===== src/rtl/fifo_pkg.sv =====
// Shared FIFO helpers: default geometry, address-width and wrapping pointer
// increment functions, and the per-cycle request decode.
package fifo_pkg;

    localparam int DEF_DEPTH      = 16;
    localparam int DEF_DATA_WIDTH = 8;

    typedef enum logic [1:0] {
        OP_NONE = 2'b00,
        OP_RD   = 2'b01,
        OP_WR   = 2'b10,
        OP_BOTH = 2'b11
    } fifo_op_e;

    function automatic int addr_width(input int depth);
        return (depth < 2) ? 1 : $clog2(depth);
    endfunction

    // Pointers carry one wrap bit above the address, so they count modulo 2*DEPTH.
    function automatic logic [31:0] ptr_inc(input logic [31:0] ptr, input int aw);
        logic [31:0] mask;
        mask = (32'd1 << (aw + 1)) - 32'd1;
        return (ptr + 32'd1) & mask;
    endfunction

endpackage


===== src/rtl/sync_fifo_flags_if.sv =====
// Producer/consumer handshake bundle for sync_fifo_flags; the slave modport
// is the FIFO side, the master modport is the user side.
interface sync_fifo_flags_if import fifo_pkg::*; #(
    parameter int DATA_WIDTH = DEF_DATA_WIDTH,
    parameter int DEPTH      = DEF_DEPTH
);
    localparam int ADDR_WIDTH = addr_width(DEPTH);

    logic                  w_en;
    logic [DATA_WIDTH-1:0] data_in;
    logic                  r_en;
    logic [DATA_WIDTH-1:0] data_out;
    logic                  full;
    logic                  empty;
    logic                  almost_full;
    logic                  almost_empty;
    logic [ADDR_WIDTH:0]   count;
    logic                  err_clr;
    logic                  overflow;
    logic                  underflow;

    modport master (
        output w_en, data_in, r_en, err_clr,
        input  data_out, full, empty, almost_full, almost_empty, count, overflow, underflow
    );

    modport slave (
        input  w_en, data_in, r_en, err_clr,
        output data_out, full, empty, almost_full, almost_empty, count, overflow, underflow
    );

endinterface


===== src/rtl/fifo_mem.sv =====
// DEPTH x DATA_WIDTH storage: synchronous write port, asynchronous read port.
// Contents are never reset.
module fifo_mem import fifo_pkg::*; #(
    parameter int DATA_WIDTH = DEF_DATA_WIDTH,
    parameter int DEPTH      = DEF_DEPTH,
    localparam int ADDR_WIDTH = addr_width(DEPTH)
) (
    input  logic                  clk,
    input  logic                  i_we,
    input  logic [ADDR_WIDTH-1:0] i_waddr,
    input  logic [DATA_WIDTH-1:0] i_wdata,
    input  logic [ADDR_WIDTH-1:0] i_raddr,
    output logic [DATA_WIDTH-1:0] o_rdata
);

    logic [DATA_WIDTH-1:0] r_mem [DEPTH];

    always_ff @(posedge clk) begin
        if (i_we) begin
            r_mem[i_waddr] <= i_wdata;
        end
    end

    assign o_rdata = r_mem[i_raddr];

endmodule


===== src/rtl/sync_fifo_flags.sv =====
// Single-clock FIFO with occupancy count, almost-full/almost-empty thresholds,
// sticky overflow/underflow flags and optional first-word-fall-through output.
module sync_fifo_flags import fifo_pkg::*; #(
    parameter int DATA_WIDTH = DEF_DATA_WIDTH,
    parameter int DEPTH      = DEF_DEPTH,
    parameter int AF_LEVEL   = DEPTH - 2,
    parameter int AE_LEVEL   = 2,
    parameter int FWFT       = 0
) (
    input  logic             clk,
    input  logic             rst,
    sync_fifo_flags_if.slave bus
);

    localparam int ADDR_WIDTH = addr_width(DEPTH);
    localparam int PW         = ADDR_WIDTH + 1;
    localparam logic [PW-1:0] ONE = PW'(1);

    logic [PW-1:0]         r_wptr;
    logic [PW-1:0]         r_rptr;
    logic [PW-1:0]         r_count;
    logic                  r_ovf;
    logic                  r_unf;
    logic                  w_full;
    logic                  w_empty;
    logic                  w_wr_ok;
    logic                  w_rd_ok;
    logic [DATA_WIDTH-1:0] w_rdata;
    fifo_op_e              w_op;

    // A read at full frees the slot the concurrent write lands in.
    assign w_full  = (r_count == PW'(DEPTH));
    assign w_empty = (r_count == '0);
    assign w_wr_ok = bus.w_en & (~w_full | bus.r_en);
    assign w_rd_ok = bus.r_en & ~w_empty;
    assign w_op    = fifo_op_e'({w_wr_ok, w_rd_ok});

    fifo_mem #(
        .DATA_WIDTH (DATA_WIDTH),
        .DEPTH      (DEPTH)
    ) u_mem (
        .clk     (clk),
        .i_we    (w_wr_ok & ~rst),
        .i_waddr (r_wptr[ADDR_WIDTH-1:0]),
        .i_wdata (bus.data_in),
        .i_raddr (r_rptr[ADDR_WIDTH-1:0]),
        .o_rdata (w_rdata)
    );

    always_ff @(posedge clk) begin
        if (rst) begin
            r_wptr  <= '0;
            r_rptr  <= '0;
            r_count <= '0;
            r_ovf   <= 1'b0;
            r_unf   <= 1'b0;
        end else begin
            if (w_wr_ok) begin
                r_wptr <= PW'(ptr_inc(32'(r_wptr), ADDR_WIDTH));
            end
            if (w_rd_ok) begin
                r_rptr <= PW'(ptr_inc(32'(r_rptr), ADDR_WIDTH));
            end
            unique case (w_op)
                OP_WR:   r_count <= r_count + ONE;
                OP_RD:   r_count <= r_count - ONE;
                default: r_count <= r_count;
            endcase
            // A new error in the same cycle as err_clr stays visible.
            if (bus.w_en & w_full & ~bus.r_en) begin
                r_ovf <= 1'b1;
            end else if (bus.err_clr) begin
                r_ovf <= 1'b0;
            end
            if (bus.r_en & w_empty) begin
                r_unf <= 1'b1;
            end else if (bus.err_clr) begin
                r_unf <= 1'b0;
            end
        end
    end

    generate
        if (FWFT != 0) begin : g_fwft
            assign bus.data_out = w_rdata;
        end else begin : g_std
            logic [DATA_WIDTH-1:0] r_dout;
            always_ff @(posedge clk) begin
                if (rst) begin
                    r_dout <= '0;
                end else if (w_rd_ok) begin
                    r_dout <= w_rdata;
                end
            end
            assign bus.data_out = r_dout;
        end
    endgenerate

    assign bus.full         = w_full;
    assign bus.empty        = w_empty;
    assign bus.almost_full  = (r_count >= PW'(AF_LEVEL));
    assign bus.almost_empty = (r_count <= PW'(AE_LEVEL));
    assign bus.count        = r_count;
    assign bus.overflow     = r_ovf;
    assign bus.underflow    = r_unf;

endmodule


===== src/flat_wrapper.sv =====
// flat-port wrapper written by rule: the top's interface ports become plain ports
module sync_fifo_flags_flat import fifo_pkg::*;
#(
    parameter int DATA_WIDTH = DEF_DATA_WIDTH,
    parameter int DEPTH      = DEF_DEPTH,
    parameter int AF_LEVEL   = DEPTH - 2,
    parameter int AE_LEVEL   = 2,
    parameter int FWFT       = 0
)
  (clk, rst, bus_w_en, bus_data_in, bus_r_en, bus_err_clr, bus_data_out, bus_full, bus_empty, bus_almost_full, bus_almost_empty, bus_count, bus_overflow, bus_underflow);
  sync_fifo_flags_if #(.DATA_WIDTH(DATA_WIDTH), .DEPTH(DEPTH)) bus_i ();
  input  logic clk;
  input  logic rst;
  input wire logic [$bits(bus_i.w_en)-1:0] bus_w_en;
  input wire logic [$bits(bus_i.data_in)-1:0] bus_data_in;
  input wire logic [$bits(bus_i.r_en)-1:0] bus_r_en;
  input wire logic [$bits(bus_i.err_clr)-1:0] bus_err_clr;
  output wire logic [$bits(bus_i.data_out)-1:0] bus_data_out;
  output wire logic [$bits(bus_i.full)-1:0] bus_full;
  output wire logic [$bits(bus_i.empty)-1:0] bus_empty;
  output wire logic [$bits(bus_i.almost_full)-1:0] bus_almost_full;
  output wire logic [$bits(bus_i.almost_empty)-1:0] bus_almost_empty;
  output wire logic [$bits(bus_i.count)-1:0] bus_count;
  output wire logic [$bits(bus_i.overflow)-1:0] bus_overflow;
  output wire logic [$bits(bus_i.underflow)-1:0] bus_underflow;
  assign bus_i.w_en = bus_w_en;
  assign bus_i.data_in = bus_data_in;
  assign bus_i.r_en = bus_r_en;
  assign bus_i.err_clr = bus_err_clr;
  assign bus_data_out = bus_i.data_out;
  assign bus_full = bus_i.full;
  assign bus_empty = bus_i.empty;
  assign bus_almost_full = bus_i.almost_full;
  assign bus_almost_empty = bus_i.almost_empty;
  assign bus_count = bus_i.count;
  assign bus_overflow = bus_i.overflow;
  assign bus_underflow = bus_i.underflow;
  sync_fifo_flags #(.DATA_WIDTH(DATA_WIDTH), .DEPTH(DEPTH), .AF_LEVEL(AF_LEVEL), .AE_LEVEL(AE_LEVEL), .FWFT(FWFT)) u_core (.clk(clk), .rst(rst), .bus(bus_i));
endmodule

===== config.mk =====
export PLATFORM = sky130hd
export DESIGN_NAME = sync_fifo_flags_flat
export DESIGN_NICKNAME = d
export VERILOG_FILES = /design/src/rtl/fifo_pkg.sv /design/src/rtl/sync_fifo_flags_if.sv /design/src/rtl/fifo_mem.sv /design/src/rtl/sync_fifo_flags.sv /design/src/flat_wrapper.sv
export SDC_FILE = /design/constraint.sdc
export NUM_CORES = 1
export LEC_CHECK = 0
export CAP_MARGIN = 10
export CORE_MARGIN = 2
export CORE_UTILIZATION = 54
export DETAILED_ROUTE_END_ITERATION = 10
export HOLD_SLACK_MARGIN = 0.1
export PLACE_DENSITY = 0.72
export SYNTH_ARGS = -nofsm -noshare
export SYNTH_HDL_FRONTEND = slang
export SYNTH_SLANG_ARGS = --single-unit
export TNS_END_PERCENT = 50

===== constraint.sdc =====
create_clock -name clk -period 3.1 [get_ports clk]
set_input_delay 0.465 -clock clk [delete_from_list [all_inputs] [get_ports clk]]
set_output_delay 0.465 -clock clk [all_outputs]
set_load 0.05 [all_outputs]

### Word level (Yosys, flattened, before mapping)

Memories as Yosys holds them, arrays and structs flattened. A register that Yosys moved wholly into a read port is not among the register bits.
Cells that the tools add are included.

| storage, ports and cells | value |
|---|---|
| bits of input ports | 13 |
| logic and storage cells | 36 |
| output and inout bits | 19 |
| bits in registers | 17 |
| RAM bits | 128 |
| memories | 1 |

| cells by class | value |
|---|---|
| muxes and demuxes | 6 |
| order comparisons | 2 |
| bitwise operators | 11 |
| reduce and logical (&&, ||, !) cells | 4 |
| equal/unequal tests | 3 |
| $add $sub $neg | 4 |

Memories:

| memory | depth | width | rd ports | clocked after memory_dff | write ports | line | source |
|---|---|---|---|---|---|---|---|
| u_core.u_mem.r_mem | 16 | 8 | 1 | 1 | 1 | fifo_mem.sv:16 | `logic [DATA_WIDTH-1:0] r_mem [DEPTH];` |

Operator list:

| kind | count |
|---|---|
| 5-bit by 1-bit adder with 5-bit output, second input constant | 3 |
| 5-bit case mux with 2 select lines | 1 |
| 1-bit bitwise AND | 6 |
| 2-bit nonzero test | 3 |
| 5-bit equality test, second input constant | 1 |
| 5-bit by 4-bit greater-or-equal comparator with 1-bit output, second input constant | 1 |
| 5-bit by 2-bit less-or-equal comparator with 1-bit output, second input constant | 1 |
| 5-bit logical NOT | 1 |
| 1-bit 2-to-1 mux | 5 |
| 5-bit by 1-bit subtractor with 5-bit output, second input constant | 1 |
| 1-bit inverter | 4 |
| 2-bit by 1-bit equality test with 1-bit output, second input constant | 1 |
| 2-bit equality test, second input constant | 1 |
| 1-bit bitwise OR | 1 |

### Depth between registers and ports, before layout

Gate-level depths: netlist of run 1.

| depth | value |
|---|---|
| depth in word-level cells | 7 |
| gate-level depth with buffers | 11 |
| mapped depth without buffers | 11 |

### Modules after synthesis

Synthesis of run 1 repeated with hierarchy kept, for this count alone.

| unflattened totals | value |
|---|---|
| cells, all modules | 349 |
| area, all modules | 6162.2 um^2 |

By module, submodules not included:

| module | cells each | times used | area an instance (um^2) |
|---|---|---|---|
| fifo_mem | 221 | 1 | 4987.3 |
| sync_fifo_flags | 128 | 1 | 1174.9 |

### Worst setup path after synthesis of run 1

Ideal clock, no wire load.

| timing | value |
|---|---|
| path type | flip-flop to output port |
| start | register u_core.r_count[1] (netlist: u_core.bus.count[1]) |
| end | output bus_almost_empty |
| stages on the path, launching flop included | 2 |
| path buffers | 0 |
| slack | -464 ps |
| arrival | 3099 ps |
| data required time | 2635 ps |
| path through | dfxtp_1 > a2111oi_0 |

| between the ends | value |
|---|---|
| longest elaborated chain between the ends | 1 |

Ends and longest elaborated chain:

| what | line | source |
|---|---|---|
| start: declaration | sync_fifo_flags.sv:21 | `logic [PW-1:0] r_count;` |
| start signal: assignment | sync_fifo_flags.sv:65 | `OP_WR: r_count <= r_count + ONE;` |
| start signal: assignment | sync_fifo_flags.sv:66 | `OP_RD: r_count <= r_count - ONE;` |
| start signal: assignment | sync_fifo_flags.sv:67 | `default: r_count <= r_count;` |
| 5-bit by 2-bit less-or-equal comparator with 1-bit output | sync_fifo_flags.sv:102 | `assign bus.almost_empty = (r_count <= PW'(AE_LEVEL));` |
| end: declaration | flat_wrapper.sv:22 | `output wire logic [$bits(bus_i.almost_empty)-1:0] bus_almost_empty;` |

Every way passes these cells.

### Final worst setup path of run 1

| timing | value |
|---|---|
| start | register u_core.r_count[0] (netlist: u_core.bus.count[0]) |
| end | register u_core.r_count[4] (netlist: u_core.bus.count[4]) |

| between the ends | value |
|---|---|
| longest elaborated chain between the ends | 6 |
| elaborated cells on any way between the ends | 13 |
| those cells by class | add/sub: 2; eq/ne: 3; mux: 1; bitwise: 5; reduce/logical: 2 |

Ends and longest elaborated chain:

| what | line | source |
|---|---|---|
| 5-bit equality test | sync_fifo_flags.sv:32 | `assign w_full = (r_count == PW'(DEPTH));` |
| 1-bit inverter | sync_fifo_flags.sv:34 | `assign w_wr_ok = bus.w_en & (~w_full \| bus.r_en);` |
| 1-bit bitwise OR | sync_fifo_flags.sv:34 |  |
| 1-bit bitwise AND | sync_fifo_flags.sv:34 |  |
| 2-bit by 1-bit equality test with 1-bit output or 2-bit equality test (tied branches) | sync_fifo_flags.sv:64 | `unique case (w_op)` |
| 5-bit case mux with 2 select lines or 2-bit nonzero test (tied branches) | n/a |  |

Several ways; a longest one is shown, not always the timed one.
A chain may end at the register's enable or synchronous reset.

==> results of run 1 <==
layer usage:
layer	up-vias	global-route usage, %	part of all wire [%]
li1	1549	-	-
met1	1677	29.5	46
met2	84	30.7	47
met3	10	4.06	5.9
met4	0	6.08	0.81
met5	-	0	0
flip-flops by register name, summed over array words and instances (netlist names):
signal / cells
u_core.bus.overflow: 1
u_core.u_mem.r_mem: 128
u_core.bus.count: 5
u_core.bus.underflow: 1
u_core.r_wptr: 4
u_core.bus.data_out: 8
u_core.r_rptr: 4
synth_stat cells, types with 3 or more instances:
cell type | instances | area share, %
a21oi_1 | 6 | 0.49
a22oi_1 | 9 | 1.1
a311oi_1 | 8 | 1.1
buf_2 | 3 | 0.24
buf_4 | 4 | 0.49
buf_6 | 6 | 1.1
dfxtp_1 | 23 | 7.5
edfxtp_1 | 128 | 63
ha_1 | 9 | 1.8
inv_1 | 12 | 0.73
mux2i_1 | 34 | 5.6
mux4_2 | 15 | 5.5
nand2_1 | 12 | 0.73
nor2_1 | 52 | 3.2
nor2b_1 | 3 | 0.31
o22ai_1 | 16 | 1.6
xor2_1 | 5 | 0.71
worst max-delay path by stage:
| stage | start | endpoint | slack (ns) | cells past startpoint |
|---|---|---|---|---|
| 6_report | u_core.bus.count[0]$_SDFFE_PP0P_ | u_core.bus.count[4]$_SDFFE_PP0P_ | 0.18 | 11 |
| 3_3_place_gp | bus_r_en | u_core.bus.count[4]$_SDFFE_PP0P_ | 0.10 | 12 |
| 3_5_place_dp | bus_r_en | u_core.bus.count[4]$_SDFFE_PP0P_ | -0.006 | 12 |
| 4_1_cts | u_core.bus.count[0]$_SDFFE_PP0P_ | u_core.bus.count[4]$_SDFFE_PP0P_ | 0.17 | 11 |
| 5_1_grt | u_core.bus.count[0]$_SDFFE_PP0P_ | u_core.bus.count[4]$_SDFFE_PP0P_ | 0.003 | 11 |
| 2_1_floorplan | u_core.bus.count[0]$_SDFFE_PP0P_ | u_core.bus.count[4]$_SDFFE_PP0P_ | 0.12 | 11 |
final cells by class:
class,count,area [um^2]
inverters,12,45.0
clock buffers,24,526
well taps,140,175
flip-flops and latches,151,4310
clock inverters,8,81.3
fillers,793,3710
repair buffers,52,480
multi-input cells,194,1620
tightest hold or removal path, stage by stage, from the launching register on:
cell	delay, ns
dfxtp_1	0.33
a32oi_1	0.06
nor2_1	0.07
power by group through the flow:
| stage | Combinational [uW] | Clock (uW) | Sequential [uW] |
|---|---|---|---|
| CTS | 1540 | 2070 | 2420 |
| detailed placement | 1540 | 0 | 2460 |
| floorplan | 875 | 0 | 2720 |
| global placement | 1520 | 0 | 2450 |
| finish | 1530 | 2060 | 2420 |
| global route | 1630 | 2150 | 2430 |
cell families after synthesis:
| group | share of synthesized area (%) |
|---|---|
| AO/OA/AOI/OAI | 5.35 |
| flip-flops | 70.2 |
| multiplexers | 11.7 |
| AND/OR/NAND/NOR | 6.14 |
| adder cells (fa/ha/maj) | 2.16 |
| XOR/XNOR | 1.00 |
| buffers and inverters | 3.47 |
per-stage QoR:
step / total power (uW) / worst slack (ns)
after floorplan: 3600 / 0.121
after global placement: 3970 / 0.100
after detailed placement: 4000 / -0.00576
after CTS: 6030 / 0.172
after global routing: 6220 / 0.00274
final: 6010 / 0.181
==> flow_summary.toml, run 1 <==
[critical_path]
worst_ep_required_time_ns = 3.40
crit_type = "flop to flop"
reg2reg_depth = 11
slowest_stage = "nor4_4"
start_kind = "flop"
reg2reg_from = "u_core.bus.count[0]$_SDFFE_PP0P_"
cpPeakStageDelay_ns = 0.45
critical_path.cell_chain = "nor4_4, a31oi_4, inv_1, ha_1, inv_1, fa_1, nor2b_1, o21ai_1, nand3_1, or3b_1, mux2_1"
crit_family = "simple AND/OR/NAND/NOR gates"
r2r_setup_slack_ns = 0.18
worst-path-buf-inv = 2
cp_max_fo = 6
r2r_end = "u_core.bus.count[4]$_SDFFE_PP0P_"
path_common_cell = "inv_1"
arrival_ns = 3.22
endpoint_kind = "flop"

[placement]
dpl_cell_area_mm2 = 0.00662
place_inst = 549
io_buffers = 31
hpwl_um = 7520
place.gp.congestion = 0.759

[sta]
rsz0062_at_grt = "no"
min_period_ns = 2.92
timing.final.crit_share_pct = 94.1
fin_setup_tns_ns = 0
slew_headroom_pct = 54.3
drv_slew = 0
fmax_mhz = 343
worstMarginPinSlew_ns = 0.684
hold_viol = 0
holdWs_ns = 0.496
setup_violations = 0
skew_ns = 0.00808

[logic_synthesis]
ys_warn_count = 0
ys_seq_elements = 151
synth.distinct_cells = 42
ys.flop_type = "edfxtp_1"
syn_area_mm2 = 0.00613
syn_nets = 399
avgSynthCellArea_um2 = 16.3
netlist_instances = 376
yosysSeqAreaShare_pct = 70.2
synth_edf_count = 128
async_reset_ff_share_pct = 0

[routing]
firstDrtPassIters = 4
drt_iter0_drc = 286
route.detailed.drc = 0
postRouteWirelength_um = 11700
routed_wire_length_per_instance_um = 20.2
routed_via_density = 5.71
antenna_left = 0
vias = 3320

[clock_tree]
cts_tree = "built"
post-cts-setup-buffer-count = 0
clock_sinks = 151
cts_buffer_depth = 2
clkTransAtPathRegs_ns = 0.06
ctsHoldBuffers = 0
clock_insertion_delay_worst_skew_ns = 0.41
cts_buffers = 17
htree_num_levels = 4
cts_root_buf = "clkbuf_16"
post_cts_resized = 0

[power_and_ir_drop]
ir_worst_vdd_uv = 652
clockPowerShare_pct = 34.3
p_seq_share_pct = 40.2
combPwrFrac_pct = 25.5
p_int_uw = 4170
cellPowerDensity_mw_per_mm2 = 831
leakagePower_uw = 0.00238
switching_share_pct = 30.6
p_sw_uw = 1840

[hold_path]
holdPathStages = 2
hold_path_class = "flop to flop"
min_to = "u_core.bus.overflow$_SDFFE_PP0P_"
hp-start = "u_core.bus.overflow$_SDFFE_PP0P_"

[grt]
grt.total_usage_pct = 20.1
grt_max_degree = 35
grt-ovfl-total = 0
grt_pass1_vias = 3279
grt_antenna_before_repair = 0
grt_pass1_wl_um = 18400

[floorplan]
ioPinCount = 32
core_area_mm2 = 0.0109
die_w_um = 111
die_h_um = 111
start_util_pct = 56.1
die_area_mm2 = 0.0122
row_count = 38

[finish]
syn2layout_area_growth_pct = 17.9
fin_util_pct = 66.1
antenna_cells = 0
drive_gt1_share_pct = 16.3
nets = 451
layoutNonFillerInstCount = 581
final_cell_area_mm2 = 0.00723
layout_common_cells = "128 x edfxtp_1, 52 x nor2_1, 34 x mux2i_1"
layout_commonest_cell = "edfxtp_1"

[run_status]
status = "finished, final reports clean"

[flow_run]
maxCapViolCount = 0
(Power assumes the default switching activity.)
==> inputs of run 2 (changes only) <==
--- a/config.mk
+++ b/config.mk
@@ -7,10 +7,10 @@
 export LEC_CHECK = 0
 export CAP_MARGIN = 10
 export CORE_MARGIN = 2
-export CORE_UTILIZATION = 54
+export CORE_UTILIZATION = 36
 export DETAILED_ROUTE_END_ITERATION = 10
 export HOLD_SLACK_MARGIN = 0.1
-export PLACE_DENSITY = 0.72
+export PLACE_DENSITY = 0.51
 export SYNTH_ARGS = -nofsm -noshare
 export SYNTH_HDL_FRONTEND = slang
 export SYNTH_SLANG_ARGS = --single-unit
==> flow_summary.toml, run 2 (synthesized netlist as in run 1, its figures left out) <==
[routing]
postRouteWirelength_um = 12500
firstDrtPassIters = 4
drt_iter0_drc = 211
antenna_left = 0
routed_wire_length_per_instance_um = 18.8
vias = 3300
routed_via_density = 4.96
route.detailed.drc = 0

[flow_run]
maxCapViolCount = 0

[finish]
multi_input_area_mm2 = 0.00162
layoutNonFillerInstCount = 665
regMostFlops = "u_core.u_mem.r_mem"
nets = 455
antenna_cells = 0
syn2layout_area_growth_pct = 20.0
layout_commonest_cell = "edfxtp_1"
layout_common_cells = "128 x edfxtp_1, 52 x nor2_1, 34 x mux2i_1"
nFillCells = 1455
drive_gt1_share_pct = 17.5
regArea_mm2 = 0.00431
final_cell_area_mm2 = 0.00735
largest_reg_flops = 128

[power_and_ir_drop]
clockPowerShare_pct = 34.2
leakagePower_uw = 0.00238
cellPowerDensity_mw_per_mm2 = 826
p_seq_share_pct = 39.7
combPwrFrac_pct = 26.1
switching_share_pct = 31.0
p_sw_uw = 1880
ir_worst_vdd_uv = 602
p_int_uw = 4190

[sta]
fin_setup_tns_ns = 0
slew_headroom_pct = 52.7
min_period_ns = 2.83
skew_ns = 0.00598
worstMarginPinSlew_ns = 0.708
drv_slew = 0
fmax_mhz = 353
timing.final.crit_share_pct = 91.3
setup_violations = 0
hold_viol = 0
rsz0062_at_grt = "no"
fin_ws_ns = 0.270

[placement]
place.gp.congestion = 0.770
place_inst = 632
hpwl_um = 8140
dp_worst_setup_slack_ns = 0.0258
io_buffers = 31
dpl_cell_area_mm2 = 0.00674

[clock_tree]
post_cts_resized = 0
htree_num_levels = 4
cts_buffers = 17
clock_insertion_delay_worst_skew_ns = 0.42
cts_root_buf = "clkbuf_16"
cts_tree = "built"
cts_buffer_depth = 2
ctsHoldBuffers = 0
clock_sinks = 151
clkTransAtPathRegs_ns = 0.06

[grt]
grt.total_usage_pct = 14.7
grt_pass1_vias = 3294
grt_pass1_wl_um = 19000
grt_antenna_before_repair = 0
grt_max_degree = 29
grt-ovfl-total = 0

[floorplan]
ioPinCount = 32
die_w_um = 135
die_h_um = 135
die_area_mm2 = 0.0181
row_count = 47
core_area_mm2 = 0.0166
start_util_pct = 36.8

[critical_path]
crit_type = "flop to flop"
worst_ep_required_time_ns = 3.40
endpoint_kind = "flop"
cp_max_fo = 6
start_kind = "flop"
arrival_ns = 3.13
reg2reg_depth = 11

[hold_path]
holdPathStages = 2
hold_path_class = "flop to flop"

[run_status]
status = "finished, final reports clean"
-- run 2: worst paths after layout --
| path | from | endpoint | slack [ns] |
|---|---|---|---|
| worst max-delay path | u_core.bus.count[0]$_SDFFE_PP0P_ | u_core.bus.count[4]$_SDFFE_PP0P_ | 0.27 |
| worst min-delay path | u_core.bus.data_out[1]$_SDFFE_PP0P_ | u_core.bus.data_out[1]$_SDFFE_PP0P_ | 0.50 |
| worst max register to register | u_core.bus.count[0]$_SDFFE_PP0P_ | u_core.bus.count[4]$_SDFFE_PP0P_ | 0.27 |
| worst min register to register | u_core.bus.data_out[1]$_SDFFE_PP0P_ | u_core.bus.data_out[1]$_SDFFE_PP0P_ | 0.50 |
-- run 2: power groups by stage --
stage               sequential, uW  combinational, uW  clock (uW)
floorplan                     2720                875           0
global placement              2450               1570           0
detailed placement            2460               1580           0
CTS                           2410               1590        2120
global route                  2430               1710        2200
finish                        2410               1580        2080
-- run 2: area by class of cell --
cell class	count	share of cell area (%)
sequential	151	58.5
multi-input combinational	194	22.0
timing repair buffer	56	6.94
clock buffer	17	5.78
tap	220	3.74
clock inverter	15	2.42
inverter	12	0.612
-- run 2: repair_timing --
item	4_1_cts	5_1_grt
endpoints found under the hold margin	0	0
setup buffers	0	1
setup endpoints to repair	0	1
-- run 2: worst max-delay path, stage by stage (launching register included) --
cell     delay (ns)
dfxtp_1        0.39
nor4_4         0.40
a31oi_4        0.12
inv_1          0.10
ha_1           0.23
inv_1          0.11
fa_1           0.39
nor2b_1        0.15
o21ai_1        0.09
nand3_1        0.08
or3b_1         0.35
mux2_1         0.31
-- run 2: layer usage --
| layer | vias to the layer above | wire (um) | global-route usage (%) |
|---|---|---|---|
| li1 | 1561 | - | - |
| met1 | 1644 | 6010 | 20.4 |
| met2 | 76 | 5680 | 22.2 |
| met3 | 19 | 560 | 3.68 |
| met4 | 0 | 269 | 6.32 |
| met5 | - | 0 | 0 |
-- run 2: stage by stage --
step                hold slack (ns)  total power (uW)  utilization, %
finish                        0.497              6070            44.2
global route                  0.556              6340            44.2
CTS                           0.508              6120            44.1
detailed placement            0.499              4040            40.5
global placement              0.490              4020            40.5
floorplan                     0.476              3600               -
